<file path="config.mk">
export PLATFORM = sky130hd
export DESIGN_NAME = cam_stream_gen
export DESIGN_NICKNAME = d
export VERILOG_FILES = /design/src/rtl/cam_stream_gen.sv
export SDC_FILE = /design/constraint.sdc
export NUM_CORES = 1
export LEC_CHECK = 0
export CORE_MARGIN = 2
export CORE_UTILIZATION = 45
export CTS_CLUSTER_SIZE = 24
export DETAILED_ROUTE_END_ITERATION = 12
export HOLD_SLACK_MARGIN = 0.15
export PLACE_DENSITY = 0.71
export SYNTH_ARGS = -nofsm -noshare
export SYNTH_HDL_FRONTEND = slang
export SYNTH_SLANG_ARGS = --single-unit
</file>
<file path="constraint.sdc">
create_clock -name pclk -period 2.9 [get_ports pclk]
set_clock_uncertainty 0.1 [all_clocks]
set_input_delay 0.29 -clock pclk [delete_from_list [all_inputs] [get_ports pclk]]
set_output_delay 0.29 -clock pclk [all_outputs]
set_load 0.02 [all_outputs]
</file>
<file path="src/rtl/cam_stream_gen.sv">
// Synthetic OV7670-style RGB565 stream source: vsync/href/px_data frames built from test patterns.
// All outputs are registered from the frame state, so they trail the state register by one pclk.
module cam_stream_gen #(
    parameter int H_ACTIVE    = 160,
    parameter int V_ACTIVE    = 120,
    parameter int H_BLANK     = 144,
    parameter int VSYNC_LINES = 3,
    parameter int V_BACK      = 17,
    parameter int V_FRONT     = 10
) (
    input  logic        pclk,
    input  logic        rst,
    input  logic        enable,
    input  logic [1:0]  pattern_sel,
    output logic        vsync,
    output logic        href,
    output logic [7:0]  px_data,
    output logic        frame_done,
    output logic        busy,
    output logic [2:0]  state_dbg,
    output logic [15:0] frame_cnt
);
    localparam int LINE_LEN = 2 * H_ACTIVE + H_BLANK;
    localparam int BAR_W    = H_ACTIVE / 8;
    localparam logic [15:0] H_LAST   = 16'(LINE_LEN - 1);
    localparam logic [15:0] H_ACT2   = 16'(2 * H_ACTIVE);
    localparam logic [15:0] BAR_LAST = 16'(BAR_W - 1);

    typedef enum logic [2:0] {IDLE, VSYNC, VBACK, ACTIVE, VFRONT} state_t;

    state_t      state, state_nxt;
    logic [15:0] hcnt, hcnt_nxt, vcnt, vcnt_nxt;
    logic [15:0] state_len;
    logic        frame_start, frame_last;
    logic [1:0]  pat;
    logic [15:0] pix_idx;
    logic [15:0] bar_px;
    logic [2:0]  bar_idx;
    logic        act;
    logic [7:0]  x;
    logic [15:0] pix;
    logic [7:0]  byte_val;

    assign state_dbg = state;

    always_comb begin
        state_nxt   = state;
        hcnt_nxt    = hcnt;
        vcnt_nxt    = vcnt;
        frame_start = 1'b0;
        frame_last  = 1'b0;
        case (state)
            VSYNC:   state_len = 16'(VSYNC_LINES);
            VBACK:   state_len = 16'(V_BACK);
            ACTIVE:  state_len = 16'(V_ACTIVE);
            VFRONT:  state_len = 16'(V_FRONT);
            default: state_len = 16'd1;
        endcase
        if (state == IDLE) begin
            if (enable) begin
                state_nxt   = VSYNC;
                frame_start = 1'b1;
            end
        end else begin
            hcnt_nxt = hcnt + 16'd1;
            if (hcnt == H_LAST) begin
                hcnt_nxt = 16'd0;
                vcnt_nxt = vcnt + 16'd1;
                if (vcnt == state_len - 16'd1) begin
                    vcnt_nxt = 16'd0;
                    case (state)
                        VSYNC:  state_nxt = VBACK;
                        VBACK:  state_nxt = ACTIVE;
                        ACTIVE: state_nxt = VFRONT;
                        VFRONT: begin
                            frame_last = 1'b1;
                            if (enable) begin
                                state_nxt   = VSYNC;
                                frame_start = 1'b1;
                            end else begin
                                state_nxt = IDLE;
                            end
                        end
                        default: state_nxt = IDLE;
                    endcase
                end
            end
        end
    end

    always_ff @(posedge pclk) begin
        if (rst) begin
            state     <= IDLE;
            hcnt      <= 16'd0;
            vcnt      <= 16'd0;
            pat       <= 2'd0;
            frame_cnt <= 16'd0;
        end else begin
            state <= state_nxt;
            hcnt  <= hcnt_nxt;
            vcnt  <= vcnt_nxt;
            if (frame_start) pat <= pattern_sel;
            if (frame_start && frame_last) frame_cnt <= frame_cnt + 16'd1;
        end
    end

    assign act = (state == ACTIVE) && (hcnt < H_ACT2);
    assign x   = hcnt[8:1];

    // Bar position and pixel index advance after the low byte of each pixel.
    always_ff @(posedge pclk) begin
        if (rst || !act) begin
            bar_px  <= 16'd0;
            bar_idx <= 3'd0;
        end else if (hcnt[0]) begin
            if (bar_px == BAR_LAST) begin
                bar_px  <= 16'd0;
                bar_idx <= bar_idx + 3'd1;
            end else begin
                bar_px <= bar_px + 16'd1;
            end
        end
    end

    always_ff @(posedge pclk) begin
        if (rst || frame_start) pix_idx <= 16'd0;
        else if (act && hcnt[0]) pix_idx <= pix_idx + 16'd1;
    end

    always_comb begin
        pix = 16'h0000;
        case (pat)
            2'd0: begin
                case (bar_idx)
                    3'd0:    pix = 16'hFFFF;
                    3'd1:    pix = 16'hFFE0;
                    3'd2:    pix = 16'h07FF;
                    3'd3:    pix = 16'h07E0;
                    3'd4:    pix = 16'hF81F;
                    3'd5:    pix = 16'hF800;
                    3'd6:    pix = 16'h001F;
                    default: pix = 16'h0000;
                endcase
            end
            2'd1:    pix = {x[7:3], x[7:2], x[7:3]};
            2'd2:    pix = (x[3] ^ vcnt[3]) ? 16'hFFFF : 16'h0000;
            default: pix = pix_idx;
        endcase
        byte_val = hcnt[0] ? pix[7:0] : pix[15:8];
    end

    always_ff @(posedge pclk) begin
        if (rst) begin
            vsync      <= 1'b0;
            href       <= 1'b0;
            px_data    <= 8'd0;
            frame_done <= 1'b0;
            busy       <= 1'b0;
        end else begin
            vsync      <= (state == VSYNC);
            href       <= act;
            px_data    <= act ? byte_val : 8'd0;
            frame_done <= frame_last;
            busy       <= (state != IDLE);
        end
    end
endmodule
</file>
Yosys cells after proc, flatten, opt, wreduce, memory -nomap -nowiden --
Cells that the tools add are included.
Word-level totals: output and inout bits 31, input port bits 5, flip-flop bits (word level) 100, logic and storage cells 79
Cells by class: $add $sub $neg 7, multiplexer cells 23, bitwise logic cells 3, order comparisons 1, equality and inequality tests 16, reduce and logical (&&, ||, !) cells 16
Operators with widths (count):
- 16-bit case mux with 7 select lines | 1
- 16-bit by 1-bit adder with 16-bit output, second input constant | 5
- 16-bit 2-to-1 mux | 4
- 16-bit case mux with 3 select lines | 1
- 7-bit case mux with 4 select lines | 1
- 16-bit equality test | 1
- 16-bit by 5-bit equality test with 1-bit output, second input constant | 1
- 16-bit by 9-bit equality test with 1-bit output, second input constant | 1
- 16-bit by 9-bit < comparator with 1-bit output, second input constant | 1
- 16-bit by 1-bit subtractor with 16-bit output, second input constant | 1
- 3-bit by 2-bit equality test with 1-bit output, second input constant | 4
- 3-bit equality test, second input constant | 4
- 3-bit 2-to-1 mux | 4
- 3-bit case mux with 4 select lines | 1
- 1-bit 2-to-1 mux | 10
- 8-bit 2-to-1 mux | 1
- 3-bit by 1-bit equality test with 1-bit output, second input constant | 2
- 3-bit zero test | 2
- 2-bit AND reduction | 2
- 2-bit nonzero test | 2
- 3-bit by 1-bit adder with 3-bit output, second input constant | 1
- 1-bit logical AND | 3
- 3-bit AND reduction | 1
- 3-bit nonzero test | 1
- 9 further kinds | 11

Depth between registers and ports, before layout --
Gate-level depths: netlist of the first run.
depth after elaboration 8, mapped depth 12, mapped depth without buffers 9

Worst setup path after synthesis of the first run --
OpenSTA, ideal clock, no wires.
path type reg-to-reg, start point reg state[2], in the netlist state_dbg[2], end point reg frame_cnt[11], data arrival time 2.798 ns, setup time 0.070 ns, data required time 2.730 ns, path slack -0.068 ns, path buffers 1, stages on the path, launching flop included 11, cells stage by stage dfxtp_1 or3b_4 nand2_1 ha_1 nand2b_1 a221o_1 a211oi_2 o2111ai_1 buf_2 or4_1 a21oi_1
On the way: word-level cells in the longest chain between the ends 8, elaborated cells between the ends (all ways) 17
RTL lines:
- from (decl) | line 31 | state_t state, state_nxt;
- from (signal assigned) | line 99 | state <= state_nxt;
- 3-bit equality test (tied with other cells) | line 52, 71
- 7-bit case mux with 4 select lines | line 52 | case (state)
- 16-bit by 1-bit subtractor with 16-bit output | line 69 | if (vcnt == state_len - 16'd1) begin
- 16-bit equality test | line 69
- 1-bit 2-to-1 mux | line 69
- 1-bit 2-to-1 mux | line 66 | if (hcnt == H_LAST) begin
- 1-bit 2-to-1 mux | line 59 | if (state == IDLE) begin
- 1-bit logical AND (*) | line 103 | if (frame_start && frame_last) frame_cnt <= frame_cnt + 16'd1;
- to (signal assigned) | line 103
- to (decl) | line 21 | output logic [15:0] frame_cnt
Mark *: on every way between the ends. The rest lies on a longest branch, timed or not. A chain may end at the register's enable or synchronous reset.

Worst setup path after layout of the first run --
start point reg state[1], in the netlist state_dbg[1], end point reg frame_cnt[9]
The elaborated chain is that of the path after synthesis.

==> flow_summary_export.csv, run 1 <==
group,metric,value,unit
synthesis,synth_edf_count,0,
global_route,grt_max_degree,33,
pwr,p_leak,1.97,nW
pwr,comb_power_share,0.074,
timing,period_needed,2.86,ns
cells_and_area,diodes,0,
timing,setup_viol,0,
place,hpwl,7.79,mm
cells_and_area,drive_above_1_share,0.114,
synthesis,synthSimpleGateAreaFrac,0.284,
floorplanning,core,10700,sq um
synthesis,synth-async-reset-ratio,0,
floorplanning,chipWidth,109,microns
clock_tree,clk_latency,0.37,ns
drt,drt-initial-drc-count,258,
synthesis,synth_top_family_by_area,"simple AND/OR/NAND/NOR gates",
synthesis,yosys-mux-area-fraction,0.00609,
synthesis,postSynthNetCount,629,
synthesis,synth_compound_area_frac,0.125,
global_route,grt_pass1_wl,18.0,mm
synthesis,yosysSeqAreaShare,0.406,
synthesis,yosysWarnings,0,
floorplanning,num_rows,38,
drt,final_antenna_net_count,0,
clock_tree,cts_made_buffers,9,
drt,vias,4402,
global_route,antenna_found_initial,0,
global_route,grt.overflow.total,0,
timing,slew_headroom,0.562,
clock_tree,clkTransAtPathRegs,0.10,ns
drt,dr.pass1.iters,5,
drt,vias_per_cell,5.52,
synthesis,ys.flop_type,"dfxtp_1",
synthesis,synth_xor_area_frac,0.117,
pwr,p_int,1.85,mW
timing,fmax,349,MHz
synthesis,synthAdderAreaFrac,0.0279,
timing,report.final.slew_viol_count,0,
pwr,ir_drop,258,uV
global_route,grt_pass1_vias,3992,
worst_setup_path,cp_max_fo,15,
pwr,switchingPower,593,uW
run_status,status,"finished clean",
cells_and_area,nets,670,
place,numPortBuffers,35,
synthesis,syn_avg_cell_area,8.05,sq um
clock_tree,clockBufferDepth,2,
synthesis,yosysUniqueCellTypes,44,
run,drv_cap,0,
floorplanning,io-pin-count,36,
global_route,grtUsageTotal,0.189,
worst_setup_path,cp-end-kind,"flop",
floorplanning,die_h,109,microns
worst_setup_path,start_kind,"flop",
pwr,seq_power_share,0.568,
drt,wl_per_cell,14.1,microns
pwr,powerDensity,412,nW/um^2
floorplanning,dieArea,11800,sq um
floorplanning,initial_core_util,0.459,
worst_setup_path,crit_type,"reg2reg",
drt,wirelength,11.2,mm
worst_setup_path,required,3.05,ns
timing,tns,0,ns
pwr,p_sw_frac,0.243,
clock_tree,hold_buffers,0,
worst_setup_path,arrival,3.02,ns
drt,drc,0,
synthesis,synth-seq-cells,100,
place,gp_congestion,0.885,
pwr,power_frac_clock,0.357,
cells_and_area,area_growth,20.3,%
clock_tree,cts_root_buf,"clkbuf_8",
clock_tree,h-tree-depth,3,
cells_and_area,final_cell_count_no_fill,798,
min_path,hp-class,"reg2reg",
place,post-place-cells,775,
clock_tree,clock_sinks,100,
timing,hold_viol,0,
worst_setup_path,r2r_slack,0.04,ns
timing,rsz0062_at_grt,"yes",
synthesis,syn-cell-area,4930,sq um
timing,fin_crit_sh,0.988,
timing,worstMarginPinSlew,0.655,ns
clock_tree,cts_tree,"done",
synthesis,synth_cells,613,
-- worst paths after layout --
path / start / to / cells after the start
worst min-delay path: bar_idx[2]$_SDFFE_PP0P_ / bar_idx[2]$_SDFFE_PP0P_ / 2
worst max-delay path: state_dbg[1]$_SDFFE_PP0P_ / frame_cnt[9]$_SDFFE_PP0P_ / 11
worst max register to register: state_dbg[1]$_SDFFE_PP0P_ / frame_cnt[9]$_SDFFE_PP0P_ / 11
worst min register to register: bar_idx[2]$_SDFFE_PP0P_ / bar_idx[2]$_SDFFE_PP0P_ / 2
-- layout by cell type, fill, tap and decap left out, drive strengths merged, types with 4 or more instances in the layout --
cell type	count
clkdlybuf4s50	35
nor3	24
o31ai	13
o21ai	26
nand2	43
clkbuf	12
nor4	7
and3	6
nand2b	11
buf	23
or4	11
a21oi	46
xnor2	30
dfxtp	100
inv	14
nand4	19
ha	11
o2111ai	4
nand3	37
nor2	100
or3	8
and4	4
xor2	36
and2	5
-- flip-flops by register name, indices dropped and copies added (netlist names) --
register    count
bar_px         16
frame_cnt      16
hcnt           16
pix_idx        16
vcnt           16
px_data         8
bar_idx         3
state_dbg       3
pat             2
busy            1
frame_done      1
href            1
vsync           1
-- metrics by stage --
step           worst slack [ns]   util  total power, mW  hold slack [ns]  cell area (sq um)
3_3_place_gp             0.0792  0.511             1.58            0.359               5490
5_1_grt                 -0.0645  0.552             2.55            0.404               5940
2_1_floorplan            0.0198      -             1.53            0.346               4930
6_report                 0.0357  0.552             2.44            0.390               5940
3_5_place_dp            -0.0321  0.511             1.59            0.367               5490
4_1_cts                 -0.0399  0.529             2.46            0.385               5680
-- power groups by stage --
stage                     combinational [mW]  sequential (mW)  clock (mW)
after global placement                 0.163             1.42           0
final                                  0.182             1.39       0.873
after global routing                   0.201             1.39       0.956
after CTS                              0.168             1.39       0.903
after floorplan                        0.112             1.42           0
after detailed placement               0.167             1.42           0
-- timing repair --
action	CTS	global route
gates resized for setup	0	34
setup endpoints to repair	10	13
pin swaps	1	34
buffers inserted	0	6
cloned	0	2
-- layout make-up --
type                       instances  area, sq um
inverter                          14         52.6
multi-input combinational        469         2910
tap                              140          175
fill                            1006         4810
clock inverter                     5         63.8
timing repair buffer              60          597
sequential                       100         2010
clock buffer                      10          128
-- cells in the mapped netlist (all sizes together) (5+ instances only) --
cell type  number  area share
dfxtp         100        0.41
nor2          100       0.076
a21oi          46       0.047
nand2          43       0.033
nand3          37       0.038
xor2           36       0.064
xnor2          30       0.053
clkbuf         26       0.020
o21ai          26       0.026
nor3           24       0.024
nand4          19       0.024
inv            14       0.011
o31ai          13       0.020
ha             11       0.028
nand2b         11       0.014
or4            11       0.017
or3             8       0.010
nor4            7      0.0089
and3            6      0.0076
and2            5      0.0063
-- metal layers --
layer  vias to the layer above  global-route usage  part of all wire
met2                        82               0.325              0.49
met1                      2086               0.244              0.46
met3                        12              0.0305             0.032
li1                       2222                   -                 -
met4                         0              0.0540             0.012
met5                         -                   0                 0
-- critical path, stage by stage (launching register included) --
cell and delay [ns]:
dfxtp_2 0.34, or3b_4 0.40, nand2_2 0.08, ha_4 0.13
nand2b_1 0.05, a221o_1 0.35, a211oi_4 0.31, o2111ai_4 0.22
buf_4 0.21, clkbuf_16 0.17, o31ai_1 0.28, a21oi_1 0.11
-- cells by family (layout without fill, tap and decap cells) --
group	Yosys count	after routing
mux	3	3
simple gates	285	285
xor+xnor	66	66
fa+ha+maj	11	11
buf+inv	44	89
flops	100	100
compound gates	104	104
(Power assumes the default switching activity.)
==> run 2: changes to the inputs <==
--- a/config.mk
+++ b/config.mk
@@ -5,6 +5,7 @@
 export SDC_FILE = /design/constraint.sdc
 export NUM_CORES = 1
 export LEC_CHECK = 0
+export ABC_AREA = 1
 export CORE_MARGIN = 2
 export CORE_UTILIZATION = 45
 export CTS_CLUSTER_SIZE = 24
==> run 2 against run 1 <==
Register-to-register slack improved by 0.26 ns. Non-clock buffer count fell by 18. Sequential share of layout area fell by 1.9 points. Worst hold slack got worse by 0.00074 ns. Count of clock-buffer cells in the layout rose by 1. Fmax rose by 9.9%. Global-route usage rose by 1.4 points. Combinational power rose by 57%. Clock power rose by 35%. Highest routed layer unchanged. Cell area rose by 5.8%.
==> flow_summary_export.csv, run 2 <==
group,metric,value,unit
place,numPortBuffers,35,
cells_and_area,diodes,0,
timing,rsz0062_at_grt,"no",
worst_setup_path,path_delay_family,"simple AND/OR/NAND/NOR gates",
worst_setup_path,cp_max_fo,8,
drt,wirelength,12.6,mm
synthesis,synth_edf_count,0,
synthesis,yosysWarnings,0,
timing,hold_viol,0,
cells_and_area,final_common_cell,"nand2_1",
worst_setup_path,crit_type,"reg2reg",
global_route,grt.overflow.total,0,
synthesis,synth_area_leaders,"dfxtp_1, nand2_1, nor2_1",
global_route,grt_pass1_wl,21.6,mm
pwr,powerDensity,457,nW/um^2
clock_tree,clockBufferDepth,2,
clock_tree,clkTransAtPathRegs,0.07,ns
pwr,p_leak,2.26,nW
worst_setup_path,crit_top_cell,"nand2_1",
clock_tree,cts_root_buf,"clkbuf_16",
synthesis,ys.flop_type,"dfxtp_1",
worst_setup_path,cp-end-kind,"flop",
global_route,antenna_found_initial,0,
min_path,hp-class,"reg2reg",
floorplanning,io-pin-count,36,
synthesis,syn-cell-area,5510,sq um
floorplanning,core,12000,sq um
timing,fmax,384,MHz
place,place_area,5990,sq um
timing,slew_headroom,0.617,
timing,report.final.slew_viol_count,0,
drt,final_antenna_net_count,0,
worst_setup_path,cp_num_buf_inv,2,
drt,top_layer,"met4",
drt,drc,0,
cells_and_area,nets,857,
clock_tree,h-tree-depth,3,
timing,fin_ws,0.295,ns
cells_and_area,area_growth,14.1,%
synthesis,postSynthNetCount,822,
timing,setup_viol,0,
drt,wl_met2,5.51,mm
run,drv_cap,0,
pwr,power,2.87,mW
cells_and_area,drive_above_1_share,0.0556,
drt,wl_met3,561,microns
clock_tree,clock_sinks,100,
floorplanning,num_rows,40,
worst_setup_path,arrival,2.74,ns
synthesis,synth-async-reset-ratio,0,
worst_setup_path,start_kind,"flop",
synthesis,synthDominantCellAreaShare,0.364,
drt,vias_per_cell,5.27,
clock_tree,cts_made_buffers,9,
timing,whs,0.390,ns
cells_and_area,final_cell_count_no_fill,992,
cells_and_area,fillCellCount,1178,
worst_setup_path,cp_slowest_stage_delay,0.43,ns
clock_tree,clk_latency,0.36,ns
timing,period_needed,2.61,ns
clock_tree,cts_tree,"done",
synthesis,synth-seq-cells,100,
place,post-place-cells,976,
cells_and_area,final_area,6280,sq um
synthesis,synth_cells,806,
synthesis,yosysMostFrequentCell,"nand2_1",
synthesis,synth_common_cells,"nand2_1, nor2_1, dfxtp_1, inv_1, a21oi_1",
drt,dr.pass1.iters,7,
cells_and_area,final_util,0.525,
drt,vias,5224,
drt,drt-initial-drc-count,368,
pwr,ir_drop,262,uV
synthesis,yosysUniqueCellTypes,44,
floorplanning,chipWidth,115,microns
worst_setup_path,slowest_stage,"dfxtp_1",
place,hpwl,9.35,mm
timing,worstMarginPinSlew,0.569,ns
global_route,grt_pass1_vias,4718,
worst_setup_path,crit_chain,"inv_1 -> nor3_1 -> a21oi_1 -> ha_1 -> inv_1 -> nand2_1 -> nand2_1 -> nor2_1 -> nand3_1 -> nor2_1 -> nand3_2 -> nor2_4 -> nand2_1 -> nand2_1 -> nor3_1",
floorplanning,die_h,115,microns
worst_setup_path,required,3.04,ns
cells_and_area,final_cell_mix,"nand2_1, nor2_1, dfxtp_1",
global_route,grtUsageTotal,0.203,
place,pre_cts_ws,0.295,ns
timing,tns,0,ns
global_route,grt_max_degree,28,
floorplanning,initial_core_util,0.460,
clock_tree,postCtsResizedCells,0,
timing,fin_crit_sh,0.898,
drt,wl_per_cell,12.7,microns
synthesis,syn_avg_cell_area,6.83,sq um
place,gp_congestion,0.890,
drt,wl_met1,6.29,mm
synthesis,yosysSeqAreaShare,0.364,
synthesis,yosys.area.top_type,"dfxtp_1",
floorplanning,dieArea,13100,sq um
run_status,status,"finished clean",
## run 2: cells by family (layout without fill, tap and decap cells)
family          after synthesis  count (layout)  share of synthesized area
simple gates                440             440                      0.362
buf+inv                     111             150                     0.0807
compound gates              106             106                      0.108
flops                       100             100                      0.364
xor+xnor                     36              36                     0.0573
fa+ha+maj                    11              11                     0.0250
mux                           2               2                    0.00364
## run 2: routing by layer
| metal | global-route usage | vias to the layer above |
|---|---|---|
| met3 | 0.0312 | 18 |
| met5 | 0 | - |
| met4 | 0.0927 | 0 |
| met1 | 0.282 | 2346 |
| li1 | - | 2735 |
| met2 | 0.311 | 125 |
## run 2: what timing repair did
action	in CTS	in global routing
hold endpoints to repair	0	0
setup buffers	0	1
hold buffers	0	0
endpoints found under the setup margin	0	11
## run 2: area by class of cell
cell class / count / area [sq um] / share of cell area
Clock buffer: 11 / 233 / 0.0371
Clock inverter: 4 / 51.3 / 0.00817
Tap cell: 147 / 184 / 0.0293
Timing Repair Buffer: 42 / 403 / 0.0641
Multi-Input combinational cell: 595 / 3060 / 0.487
Sequential cell: 100 / 2000 / 0.319
Inverter: 93 / 349 / 0.0556
## run 2: final timing paths
path | start | endpoint | slack [ns] | cells after the start
worst max-delay path | state_dbg[0]$_SDFFE_PP0P_ | vcnt[8]$_SDFFE_PP0P_ | 0.29 | 15
worst min-delay path | hcnt[1]$_SDFFE_PP0P_ | hcnt[1]$_SDFFE_PP0P_ | 0.39 | 2
worst max register to register | state_dbg[0]$_SDFFE_PP0P_ | vcnt[8]$_SDFFE_PP0P_ | 0.29 | 15
worst min register to register | hcnt[1]$_SDFFE_PP0P_ | hcnt[1]$_SDFFE_PP0P_ | 0.39 | 2
## run 2: power by group
group	switching (mW)	internal, mW	total, mW
combinational	0.185	0.101	0.286
clock	0.519	0.664	1.18
sequential	0.0134	1.39	1.40
## run 2: worst register-to-register path, stage by stage, from the launching register on
cell and delay (ns):
dfxtp_1 0.43, inv_1 0.08, nor3_1 0.21, a21oi_1 0.09
ha_1 0.32, inv_1 0.05, nand2_1 0.07, nand2_1 0.05
nor2_1 0.09, nand3_1 0.08, nor2_1 0.11, nand3_2 0.09
nor2_4 0.19, nand2_1 0.16, nand2_1 0.27, nor3_1 0.10
==> run 3: changes to the inputs <==
--- a/config.mk
+++ b/config.mk
@@ -6,8 +6,10 @@
 export NUM_CORES = 1
 export LEC_CHECK = 0
 export ABC_AREA = 1
+export CORE_ASPECT_RATIO = 0.6
 export CORE_MARGIN = 2
 export CORE_UTILIZATION = 45
+export CTS_BUF_LIST = sky130_fd_sc_hd__clkbuf_4 sky130_fd_sc_hd__clkbuf_8
 export CTS_CLUSTER_SIZE = 24
 export DETAILED_ROUTE_END_ITERATION = 12
 export HOLD_SLACK_MARGIN = 0.15
==> run 3 against run 2 <==
Critical path depth increased by 2. Die area increased by 0.22%. Sequential cell count unchanged. Register-to-register slack got worse by 0.02 ns. Final cell count increased by 1.9%.
==> flow_summary_export.csv, run 3 (synthesis gave the netlist of run 2 again) <==
group,metric,value,unit
cells_and_area,area_growth,13.1,%
floorplanning,io-pin-count,36,
worst_setup_path,cp_max_fo,16,
clock_tree,clk_latency,0.38,ns
timing,period_needed,2.63,ns
pwr,ir_drop,201,uV
clock_tree,h-tree-depth,3,
timing,hold_viol,0,
cells_and_area,final_cell_mix,"nand2_1, nor2_1, dfxtp_1",
clock_tree,clkTransAtPathRegs,0.10,ns
drt,drc,0,
place,numPortBuffers,35,
timing,fin_crit_sh,0.907,
floorplanning,core,12000,sq um
drt,vias_per_cell,5.18,
worst_setup_path,path_delay_family,"simple AND/OR/NAND/NOR gates",
pwr,p_int,1.91,mW
global_route,grt_max_degree,28,
cells_and_area,final_area,6230,sq um
pwr,p_sw_frac,0.281,
drt,final_antenna_net_count,0,
global_route,grt_pass1_wl,21.9,mm
worst_setup_path,cp_slowest_stage_delay,0.45,ns
clock_tree,hold_buffers,0,
drt,wirelength,13.6,mm
drt,drt-initial-drc-count,390,
cells_and_area,nets,857,
cells_and_area,fillCellCount,1181,
clock_tree,cts_root_buf,"clkbuf_8",
cells_and_area,diodes,0,
clock_tree,clockBufferDepth,2,
timing,worstMarginPinSlew,0.629,ns
pwr,power_frac_clock,0.361,
clock_tree,cts_made_buffers,9,
drt,dr.pass1.iters,5,
cells_and_area,drive_above_1_share,0.0615,
place,place_area,6020,sq um
pwr,seq_power_share,0.528,
pwr,switchingPower,747,uW
timing,tns,0,ns
worst_setup_path,cp-end-kind,"flop",
run_status,status,"finished clean",
pwr,comb_power_share,0.111,
worst_setup_path,arrival,2.80,ns
place,gp_congestion,0.970,
floorplanning,die_h,89.7,microns
clock_tree,cts_tree,"done",
timing,rsz0062_at_grt,"no",
min_path,hp-class,"reg2reg",
drt,vias,5241,
run,drv_cap,0,
timing,slew_headroom,0.577,
cells_and_area,final_common_cell,"nand2_1",
drt,wl_per_cell,13.4,microns
worst_setup_path,crit_top_cell,"nor2_1",
timing,report.final.slew_viol_count,0,
global_route,grt_pass1_vias,4273,
timing,fmax,380,MHz
worst_setup_path,cp_num_buf_inv,3,
global_route,grt.overflow.total,0,
pwr,p_leak,2.23,nW
timing,setup_viol,0,
worst_setup_path,required,3.07,ns
worst_setup_path,start_kind,"flop",
floorplanning,dieArea,13200,sq um
floorplanning,initial_core_util,0.459,
floorplanning,chipWidth,147,microns
floorplanning,num_rows,31,
place,hpwl,10.3,mm
global_route,antenna_found_initial,0,
pwr,powerDensity,426,nW/um^2
worst_setup_path,crit_chain,"inv_1 -> nor3_1 -> a21oi_1 -> ha_1 -> inv_1 -> nand2_1 -> nand2_1 -> nor2_1 -> nand3_1 -> nor2_1 -> nand3_2 -> nor2_4 -> nand3_4 -> nand2_4 -> inv_2 -> nand2_4 -> nor2_1",
global_route,grtUsageTotal,0.209,
worst_setup_path,crit_type,"reg2reg",
clock_tree,clock_sinks,100,
worst_setup_path,slowest_stage,"dfxtp_1",
## run 3: changes by cell type in the layout (fill, tap and decap cells not counted), sizes merged
cell      delta
inv          +5
clkbuf       -2
clkinvlp     -1
clkinv       -1
## run 3: layout make-up
cell class / instances / area, sq um / share of cell area
tap: 165 / 206 / 0.0331
multi-input combinational: 595 / 3060 / 0.492
timing repair buffer: 42 / 403 / 0.0647
clock inverter: 7 / 81.3 / 0.0131
clock buffer: 9 / 124 / 0.0199
sequential: 100 / 2000 / 0.322
inverter: 93 / 349 / 0.0560
## run 3: worst paths after layout
kind	depth (start not counted)	slack, ns	startpoint	end
max	17	0.27	state_dbg[0]$_SDFFE_PP0P_	pix_idx[14]$_SDFFE_PP0P_
min	2	0.41	hcnt[1]$_SDFFE_PP0P_	hcnt[1]$_SDFFE_PP0P_
max reg2reg	17	0.27	state_dbg[0]$_SDFFE_PP0P_	pix_idx[14]$_SDFFE_PP0P_
min reg2reg	2	0.41	hcnt[1]$_SDFFE_PP0P_	hcnt[1]$_SDFFE_PP0P_
## run 3: per-stage QoR
stage                     total power, mW  std cells  setup slack [ns]   util  hold WS, ns
after detailed placement             1.72        995             0.278  0.502        0.395
after global routing                 2.76       1011           0.00651  0.520        0.424
final                                2.65       1011             0.271  0.520        0.408
after global placement               1.72        995             0.343  0.502        0.378
after CTS                            2.68       1011             0.253  0.519        0.409
after floorplan                      1.65        806             0.440      -        0.281
## run 3: worst reg2reg max path: stages (launching register included)
cell and delay, ns:
dfxtp_1 0.45, inv_1 0.09, nor3_1 0.22, a21oi_1 0.08, ha_1 0.30, inv_1 0.04, nand2_1 0.07, nand2_1 0.05
nor2_1 0.10, nand3_1 0.08, nor2_1 0.12, nand3_2 0.10, nor2_4 0.21, nand3_4 0.13, nand2_4 0.09, inv_2 0.05
nand2_4 0.17, nor2_1 0.07
## run 3: power by group through the flow
stage	clock (mW)	combinational [mW]	sequential [mW]
2_1_floorplan	0	0.207	1.44
3_3_place_gp	0	0.290	1.43
3_5_place_dp	0	0.291	1.43
4_1_cts	0.983	0.292	1.40
5_1_grt	1.03	0.327	1.40
6_report	0.958	0.293	1.40
## run 3: routing by layer
layer	up-vias	wire, microns	GRT usage
met1	2341	7570	0.340
met5	-	0	0
met4	0	112	0.0494
met2	160	4700	0.255
met3	9	1180	0.0586
li1	2731	-	-
## run 3: timing repair
action / CTS / global route
setup buffers: 0 / 0
resized for setup: 0 / 2
setup endpoints to repair: 0 / 17
